===== src/rtl/trans_block_summary.sv =====
// Per-block transaction statistics with a summary FIFO toward the ledger side.
// Summary visible the cycle after the closing edge; input never stalls, full FIFO drops summaries.

module sum_fifo #(
  parameter int WIDTH = 8,
  parameter int DEPTH = 4
) (
  input  logic             clk,
  input  logic             rst_n,
  input  logic             wr_vld,
  input  logic [WIDTH-1:0] wr_dat,
  output logic             wr_rdy,
  output logic             rd_vld,
  input  logic             rd_rdy,
  output logic [WIDTH-1:0] rd_dat
);
  localparam int AW = $clog2(DEPTH);

  logic [WIDTH-1:0] mem [DEPTH];
  logic [AW-1:0]    wr_ptr, rd_ptr;
  logic [AW:0]      level;
  logic             do_wr, do_rd;

  assign rd_vld = (level != '0);
  assign do_rd  = rd_vld & rd_rdy;
  // A pop in the same cycle frees the slot, so a full FIFO still takes the write.
  assign wr_rdy = (level != (AW+1)'(DEPTH)) | do_rd;
  assign do_wr  = wr_vld & wr_rdy;
  assign rd_dat = mem[rd_ptr];

  always_ff @(posedge clk or negedge rst_n) begin
    if (!rst_n) begin
      wr_ptr <= '0;
      rd_ptr <= '0;
      level  <= '0;
      for (int i = 0; i < DEPTH; i++) mem[i] <= '0;
    end else begin
      if (do_wr) begin
        mem[wr_ptr] <= wr_dat;
        wr_ptr      <= wr_ptr + 1'b1;
      end
      if (do_rd) rd_ptr <= rd_ptr + 1'b1;
      case ({do_wr, do_rd})
        2'b10:   level <= level + 1'b1;
        2'b01:   level <= level - 1'b1;
        default: ;
      endcase
    end
  end
endmodule

module trans_block_summary #(
  parameter int FIFO_DEPTH = 4,
  parameter int CNT_W      = 16,
  parameter int SUM_W      = 40
) (
  input  logic             clk,
  input  logic             rst_n,
  input  logic [127:0]     data_i,
  input  logic             valid_i,
  input  logic             flush_i,
  output logic             sum_valid_o,
  input  logic             sum_ready_i,
  output logic [15:0]      sum_block_o,
  output logic [CNT_W-1:0] sum_count_o,
  output logic [SUM_W-1:0] sum_total_o,
  output logic [31:0]      sum_hash_o,
  output logic             overflow_o
);
  typedef enum logic {IDLE = 1'b0, OPEN = 1'b1} state_t;

  typedef struct packed {
    logic [15:0]      blk;
    logic [CNT_W-1:0] cnt;
    logic [SUM_W-1:0] tot;
    logic [31:0]      hash;
  } sum_t;

  state_t         state, nxt_state;
  sum_t           cur, head;
  logic [15:0]    blk_cnt;
  logic           flush_pend, flush_any;
  logic           do_open, do_accum, do_close;
  logic           fifo_wr_rdy;
  logic [21:0]    amount;
  logic           start;
  logic [31:0]    fold;
  logic [CNT_W-1:0] cnt_sat;
  logic [SUM_W:0]   tot_wide;
  logic [SUM_W-1:0] tot_sat;

  assign amount    = data_i[31:10];
  assign start     = data_i[9];
  assign fold      = data_i[127:96] ^ data_i[95:64] ^ data_i[63:32] ^ data_i[31:0];
  // A pending flush waits for a cycle without a transaction.
  assign flush_any = (flush_i | flush_pend) & ~valid_i;

  always_ff @(posedge clk or negedge rst_n) begin
    if (!rst_n) state <= IDLE;
    else        state <= nxt_state;
  end

  always_comb begin
    nxt_state = state;
    case (state)
      IDLE:    if (valid_i) nxt_state = OPEN;
      OPEN:    if (flush_any) nxt_state = IDLE;
      default: nxt_state = IDLE;
    endcase
  end

  always_comb begin
    do_open  = 1'b0;
    do_accum = 1'b0;
    do_close = 1'b0;
    case (state)
      IDLE: do_open = valid_i;
      OPEN: begin
        if (valid_i) begin
          do_close = start;
          do_open  = start;
          do_accum = ~start;
        end else begin
          do_close = flush_any;
        end
      end
      default: ;
    endcase
  end

  assign cnt_sat  = (&cur.cnt) ? cur.cnt : cur.cnt + 1'b1;
  assign tot_wide = {1'b0, cur.tot} + (SUM_W+1)'(amount);
  assign tot_sat  = tot_wide[SUM_W] ? {SUM_W{1'b1}} : tot_wide[SUM_W-1:0];

  always_ff @(posedge clk or negedge rst_n) begin
    if (!rst_n) begin
      cur        <= '0;
      blk_cnt    <= '0;
      flush_pend <= 1'b0;
      overflow_o <= 1'b0;
    end else begin
      flush_pend <= valid_i ? (flush_pend | flush_i) : 1'b0;
      if (do_close) blk_cnt <= blk_cnt + 16'd1;
      if (do_close && !fifo_wr_rdy) overflow_o <= 1'b1;
      if (do_open) begin
        // On close-and-reopen the new block takes the id after the one just closed.
        cur.blk  <= do_close ? blk_cnt + 16'd1 : blk_cnt;
        cur.cnt  <= CNT_W'(1);
        cur.tot  <= SUM_W'(amount);
        cur.hash <= fold;
      end else if (do_accum) begin
        cur.cnt  <= cnt_sat;
        cur.tot  <= tot_sat;
        cur.hash <= {cur.hash[30:0], cur.hash[31]} ^ fold;
      end
    end
  end

  sum_fifo #(
    .WIDTH($bits(sum_t)),
    .DEPTH(FIFO_DEPTH)
  ) u_fifo (
    .clk    (clk),
    .rst_n  (rst_n),
    .wr_vld (do_close),
    .wr_dat (cur),
    .wr_rdy (fifo_wr_rdy),
    .rd_vld (sum_valid_o),
    .rd_rdy (sum_ready_i),
    .rd_dat (head)
  );

  assign sum_block_o = head.blk;
  assign sum_count_o = head.cnt;
  assign sum_total_o = head.tot;
  assign sum_hash_o  = head.hash;
endmodule


===== config.mk =====
export PLATFORM = sky130hd
export DESIGN_NAME = trans_block_summary
export DESIGN_NICKNAME = d
export VERILOG_FILES = /design/src/rtl/trans_block_summary.sv
export SDC_FILE = /design/constraint.sdc
export NUM_CORES = 1
export LEC_CHECK = 0
export CAP_MARGIN = 20
export CORE_UTILIZATION = 52
export DETAILED_ROUTE_END_ITERATION = 12
export PLACE_DENSITY = 0.82
export SKIP_CTS_REPAIR_TIMING = 1
export SLEW_MARGIN = 20
export SYNTH_ARGS = -nofsm -noshare
export SYNTH_HDL_FRONTEND = slang
export SYNTH_SLANG_ARGS = --single-unit

===== constraint.sdc =====
create_clock -name clk -period 2.2 [get_ports clk]
set_input_delay 0.55 -clock clk [delete_from_list [all_inputs] [get_ports clk]]
set_output_delay 0.55 -clock clk [all_outputs]
set_load 0.1 [all_outputs]

==> results.json, run 1 <==
{
  "grt_use_total": 0.266,
  "n_antenna_cell": 0,
  "crit_type": "reg -> out",
  "rsz0062_at_grt": "yes",
  "max_freq_mhz": 365,
  "nNetsFinal": 2519,
  "seq_power_share": 0.288,
  "finalHoldViolCount": 0,
  "cts_tree": "built",
  "top_usage_layer": "met2",
  "synthTopCellsByCount": "546 x dfrtp_1, 402 x mux2_2, 162 x nand2_1",
  "r2r_slack_ns": -0.38,
  "arrival_ns": 2.19,
  "p_int_uw": 30200,
  "die_height_um": 226,
  "met1_usage": 0.356,
  "dr_total_vias": 17587,
  "status": "finished with violations",
  "insertion_delay_ns": 0.61,
  "synth_cell_types": 79,
  "drt-pass1-iter-count": 5,
  "portBuffers": 238,
  "die_w_um": 226,
  "hold_class": "in -> reg",
  "start_util": 0.530,
  "r2r_cells": 12,
  "fin_total_pwr_uw": 51700,
  "numCtsBuffers": 55,
  "dieArea_sq_um": 51100,
  "grtUsageMet2": 0.449,
  "synth.top_cell.area_share": 0.523,
  "path_max_fanout": 11,
  "tns_ns": -64.30,
  "cp_common_cell": "buf_12",
  "r2r-start": "cur[32]",
  "relSlewSlack": 0.289,
  "synth-edff-count": 0,
  "p_comb_frac": 0.530,
  "hpwl_um": 45700,
  "clockRootBuffer": "clkbuf_16",
  "grt_max_degree": 100,
  "antenna_left": 0,
  "power_density_nw_per_um2": 1480,
  "rr_endpoint": "cur[34]",
  "worstMarginPinSlew_ns": 1.07,
  "synth-main-ff-cell": "dfrtp_1",
  "drtIter0Drc": 1318,
  "yosys.area.top_type": "dfrtp_1",
  "wl_um": 67300,
  "wire_per_inst_um": 22.0,
  "end_kind": "output port",
  "p_switching_uw": 21600,
  "vdd_drop_max_mv": 1.77,
  "endpoint": "sum_hash_o[9]",
  "cts_buffer_depth": 3,
  "antenna_found_initial": 0,
  "p_leak_uw": 0.0158,
  "setup_violations": 145,
  "cp.required_ns": 1.65,
  "ys_async_sr_fraction": 1.00,
  "synthTopCellsByArea": "dfrtp_1 52%, mux2_2 17%, mux4_2 9.0%",
  "fin_ws_ns": -0.542,
  "grt_pass1_wl_um": 105000,
  "synth_seq_cells": 546,
  "viasPerCell": 5.75,
  "cts.sinks": 546,
  "cts_max_level": 2,
  "syn_avg_cell_area_sq_um": 13.5,
  "fin_crit_sh": 1.25,
  "worstPathCellList": "buf_12 > buf_12 > mux4_2 > buf_12",
  "fin_crit_ns": 2.74,
  "cp_slowest_cell": "mux4_2",
  "cts.clk_slew.worst_paths_ns": 0.06,
  "skew_ns": 0.0159,
  "drv_cap": 0,
  "synth_area_sq_um": 26100,
  "synth_seq_area_share": 0.523,
  "rows": 81,
  "drc_errors": 0,
  "syn_nets": 2100,
  "layout-drive-gt1-share": 0.443,
  "max_stage_delay_ns": 0.57,
  "met3_usage": 0.0402,
  "grt_overflow": 0,
  "swShare": 0.417,
  "pwr-share-clk": 0.182,
  "violations": "negative setup slack",
  "grt_pass1_vias": 18809,
  "slew_viol_final": 0,
  "coreArea_sq_um": 49300,
  "netlist_instances": 1937,
  "ios": 239,
  "yosysWarnings": 0,
  "synth_most_common_cell": "dfrtp_1",
  "startpoint_type": "register",
  "finalWeightedCongestion": 0.895,
  "synthToLayoutAreaGrowth_pct": 33.7,
  "crit_start": "u_fifo.rd_ptr[0]"
}
registers in the layout, indices dropped and copies added, names as in the netlist:
| signal | flops |
|---|---|
| u_fifo.mem | 416 |
| state | 1 |
| u_fifo.rd_ptr | 2 |
| cur | 104 |
| u_fifo.wr_ptr | 2 |
| u_fifo.level | 3 |
| flush_pend | 1 |
| overflow_o | 1 |
| blk_cnt | 16 |
area by class of cell:
class | instances | area, sq um
Fill cell | 3165 | 14400
Sequential cell | 546 | 13700
Multi-Input combinational cell | 1254 | 12600
Timing Repair Buffer | 477 | 5890
Clock buffer | 82 | 1660
Tap cell | 664 | 831
Clock inverter | 16 | 166
Inverter | 22 | 82.6
layout by cell type (no fill, tap or decap), types with 14 or more instances in the layout:
cell,Yosys,final
xnor2_1,124,124
nand2_1,162,161
xor2_1,55,55
mux4_2,104,104
clkbuf_8,0,16
clkdlybuf4s50_1,0,116
a21oi_1,35,24
nor2_1,54,49
o21ai_0,78,63
a21o_1,14,14
clkbuf_16,0,59
mux2_4,0,45
o21ai_1,4,16
buf_12,0,142
nand4_1,19,19
nand3_1,22,18
buf_4,13,185
mux2_2,402,357
dlymetal6s2s_1,0,14
ha_4,0,17
inv_1,22,21
dfrtp_1,546,544
worst min-delay path by stage:
| stage | startpoint | end | slack [ns] | cells past startpoint |
|---|---|---|---|---|
| after detailed placement | rst_n | u_fifo.mem[131] | 0.43 | 1 |
| final | valid_i | cur[62] | 0.21 | 2 |
| after global placement | rst_n | u_fifo.mem[235] | 0.43 | 1 |
| after global routing | valid_i | cur[62] | 0.20 | 2 |
| after CTS | rst_n | cur[50] | -0.21 | 1 |
| after floorplan | rst_n | blk_cnt[0] | 0.25 | 0 |
layer usage:
| metal | vias to the layer above | wire length, um | share of wire |
|---|---|---|---|
| met5 | - | 0 | 0 |
| met3 | 114 | 3560 | 0.053 |
| met2 | 502 | 33900 | 0.50 |
| met1 | 9163 | 28000 | 0.42 |
| li1 | 7808 | - | - |
| met4 | 0 | 1900 | 0.028 |
worst max-delay path: cells and delay by family, from the launching register on:
family | cells | cell delay (ns)
multiplexers | 1 | 0.57
flip-flops | 1 | 0.44
buffers and inverters | 3 | 0.56
per-stage QoR:
| step | util | cells | cell area [sq um] | hold slack [ns] | setup slack, ns |
|---|---|---|---|---|---|
| after floorplan | - | 1937 | 26600 | 0.254 | -0.234 |
| after global placement | 0.655 | 2938 | 32300 | 0.428 | -0.990 |
| after detailed placement | 0.655 | 2938 | 32300 | 0.434 | -1.05 |
| after CTS | 0.692 | 3036 | 34100 | -0.210 | -0.658 |
| after global routing | 0.709 | 3061 | 34900 | 0.203 | -0.609 |
| final | 0.709 | 3061 | 34900 | 0.211 | -0.542 |
power groups by stage:
stage	clock network (uW)	registers [uW]	logic [uW]
2_1_floorplan	0	14300	17700
3_3_place_gp	0	14600	26400
3_5_place_dp	0	14900	26800
4_1_cts	9540	14800	26900
5_1_grt	9940	15200	28500
6_report	9420	14900	27400
logic make-up after synthesis:
| logic type | Yosys count | synth area share |
|---|---|---|
| muxes | 507 | 0.263 |
| DFF | 546 | 0.523 |
| AOI/OAI and AO/OA | 201 | 0.0501 |
| xor gates and xnor gates | 179 | 0.0600 |
| buffers and inverters | 139 | 0.0248 |
| adders and majority gates | 30 | 0.0150 |
| and+or+nand+nor | 335 | 0.0633 |
Note: power is estimated with default switching activity, not from simulation.
==> inputs of run 2 (changes only) <==
- CORE_UTILIZATION: 52 -> 40
- PLACE_DENSITY: 0.82 -> 0.67
==> results.json, run 2 (same netlist as run 1, synthesis figures left out) <==
{
  "worstPathCellList": "buf_12 > buf_12 > mux4_2 > buf_12",
  "largestRegisters": "u_fifo.mem x416, cur x104, blk_cnt x16",
  "path_delay_family": "multiplexers",
  "dr_total_vias": 17367,
  "grt_pass1_vias": 18806,
  "fin_crit_ns": 2.76,
  "cts.clk_slew.worst_paths_ns": 0.06,
  "layout-drive-gt1-share": 0.443,
  "cts_buffer_depth": 3,
  "status": "finished with violations",
  "viasPerCell": 5.34,
  "finalHoldViolCount": 0,
  "rr_endpoint": "cur[34]",
  "fin_ws_ns": -0.564,
  "largest_reg_flops": 416,
  "hold_class": "in -> reg",
  "antenna_left": 0,
  "path_max_fanout": 12,
  "numCtsBuffers": 58,
  "drc_errors": 0,
  "cts.sinks": 546,
  "cts_max_level": 2,
  "setup_violations": 144,
  "dieArea_sq_um": 66300,
  "vdd_drop_max_mv": 1.48,
  "nNetsFinal": 2510,
  "top_register": "u_fifo.mem",
  "clockRootBuffer": "clkbuf_16",
  "grt_overflow": 0,
  "r2r-start": "cur[32]",
  "coreArea_sq_um": 64500,
  "wl_um": 68400,
  "cp.required_ns": 1.65,
  "hold_depth": 3,
  "dp_slack_ns": -1.06,
  "rows": 93,
  "cp_slowest_cell": "mux4_2",
  "max_freq_mhz": 362,
  "crit_type": "reg -> out",
  "seq_power_share": 0.282,
  "max_stage_delay_ns": 0.59,
  "start_util": 0.405,
  "r2r_cells": 12,
  "tns_ns": -64.36,
  "arrival_ns": 2.21,
  "p_switching_uw": 21600,
  "relSlewSlack": 0.569,
  "grt_max_degree": 86,
  "die_height_um": 257,
  "swShare": 0.411,
  "portBuffers": 238,
  "insertion_delay_ns": 0.61,
  "violations": "negative setup slack",
  "drt-pass1-iter-count": 5,
  "final_common_cell": "dfrtp_1",
  "hpwl_um": 47600,
  "synthToLayoutAreaGrowth_pct": 35.0,
  "worstMarginPinSlew_ns": 0.646,
  "place_area_sq_um": 32500,
  "finalWeightedCongestion": 0.892,
  "startpoint_type": "register",
  "rsz0062_at_grt": "yes",
  "p_leak_uw": 0.0158,
  "p_int_uw": 31000,
  "r2r_slack_ns": -0.41,
  "wire_per_inst_um": 21.0,
  "drtIter0Drc": 733,
  "grt_use_total": 0.206,
  "grt_pass1_wl_um": 107000,
  "cp_common_cell": "buf_12",
  "die_w_um": 257,
  "fin_crit_sh": 1.26,
  "skew_ns": 0.0141,
  "end_kind": "output port",
  "final_cell_area_sq_um": 35300,
  "min_from": "flush_i",
  "power_density_nw_per_um2": 1490,
  "critPathBufInv": 3,
  "p_comb_frac": 0.519,
  "slew_viol_final": 0,
  "whs_endpoint": "flush_pend",
  "cts_tree": "built",
  "drv_cap": 0,
  "antenna_found_initial": 3,
  "pwr-share-clk": 0.199,
  "layout_common_cells": "543 x dfrtp_1, 357 x mux2_2, 178 x buf_4, 161 x nand2_1, 143 x buf_12",
  "ios": 239
}
==> run 2: worst register-to-register path: stages, from the launching register on <==
cell       delay, ns
dfrtp_1         0.38
ha_4            0.15
inv_2           0.04
fa_2            0.41
nor2b_4         0.15
buf_6           0.11
o2111ai_4       0.12
a31oi_4         0.23
a211o_4         0.21
nand3_4         0.14
buf_12          0.20
a311oi_2        0.30
a21o_1          0.12
==> run 2: power groups by stage <==
| stage | logic (uW) | registers, uW | clock network (uW) |
|---|---|---|---|
| finish | 27300 | 14800 | 10500 |
| detailed placement | 26900 | 15000 | 0 |
| global placement | 26600 | 14700 | 0 |
| global route | 28400 | 15200 | 11100 |
| floorplan | 17700 | 14300 | 0 |
| CTS | 27000 | 14800 | 10700 |
==> run 2: metrics by stage <==
step	std cells	total power [uW]	hold WS (ns)	utilization
6_report	3252	52600	0.380	0.547
5_1_grt	3252	54600	0.348	0.547
4_1_cts	3229	52500	-0.180	0.536
3_5_place_dp	3122	41900	0.467	0.504
3_3_place_gp	3122	41300	0.456	0.504
2_1_floorplan	1937	31900	0.254	-
==> run 2: area by class of cell <==
| class | count | area [sq um] |
|---|---|---|
| flip-flops and latches | 546 | 13700 |
| well taps | 855 | 1070 |
| fillers | 5197 | 29200 |
| diodes | 3 | 7.51 |
| repair buffers | 465 | 5750 |
| clock buffers | 80 | 1680 |
| multi-input cells | 1254 | 12600 |
| inverters | 22 | 82.6 |
| clock inverters | 27 | 388 |
==> run 2: how the worst max path moves through the flow <==
stage / from / endpoint / cells past startpoint
after floorplan: data_i[10] / cur[40] / 11
after global placement: data_i[10] / cur[54] / 11
after detailed placement: data_i[10] / cur[68] / 12
after CTS: u_fifo.rd_ptr[0] / sum_hash_o[31] / 4
after global routing: u_fifo.rd_ptr[0] / sum_hash_o[31] / 4
final: u_fifo.rd_ptr[0] / sum_hash_o[31] / 4
==> run 2: layer usage <==
metal  part of all wire  GRT usage  vias to the layer above
li1                   -          -                     7808
met1               0.43      0.274                     9069
met2               0.50      0.347                      384
met3              0.038     0.0239                      106
met4              0.030     0.0743                        0
met5                  0          0                        -
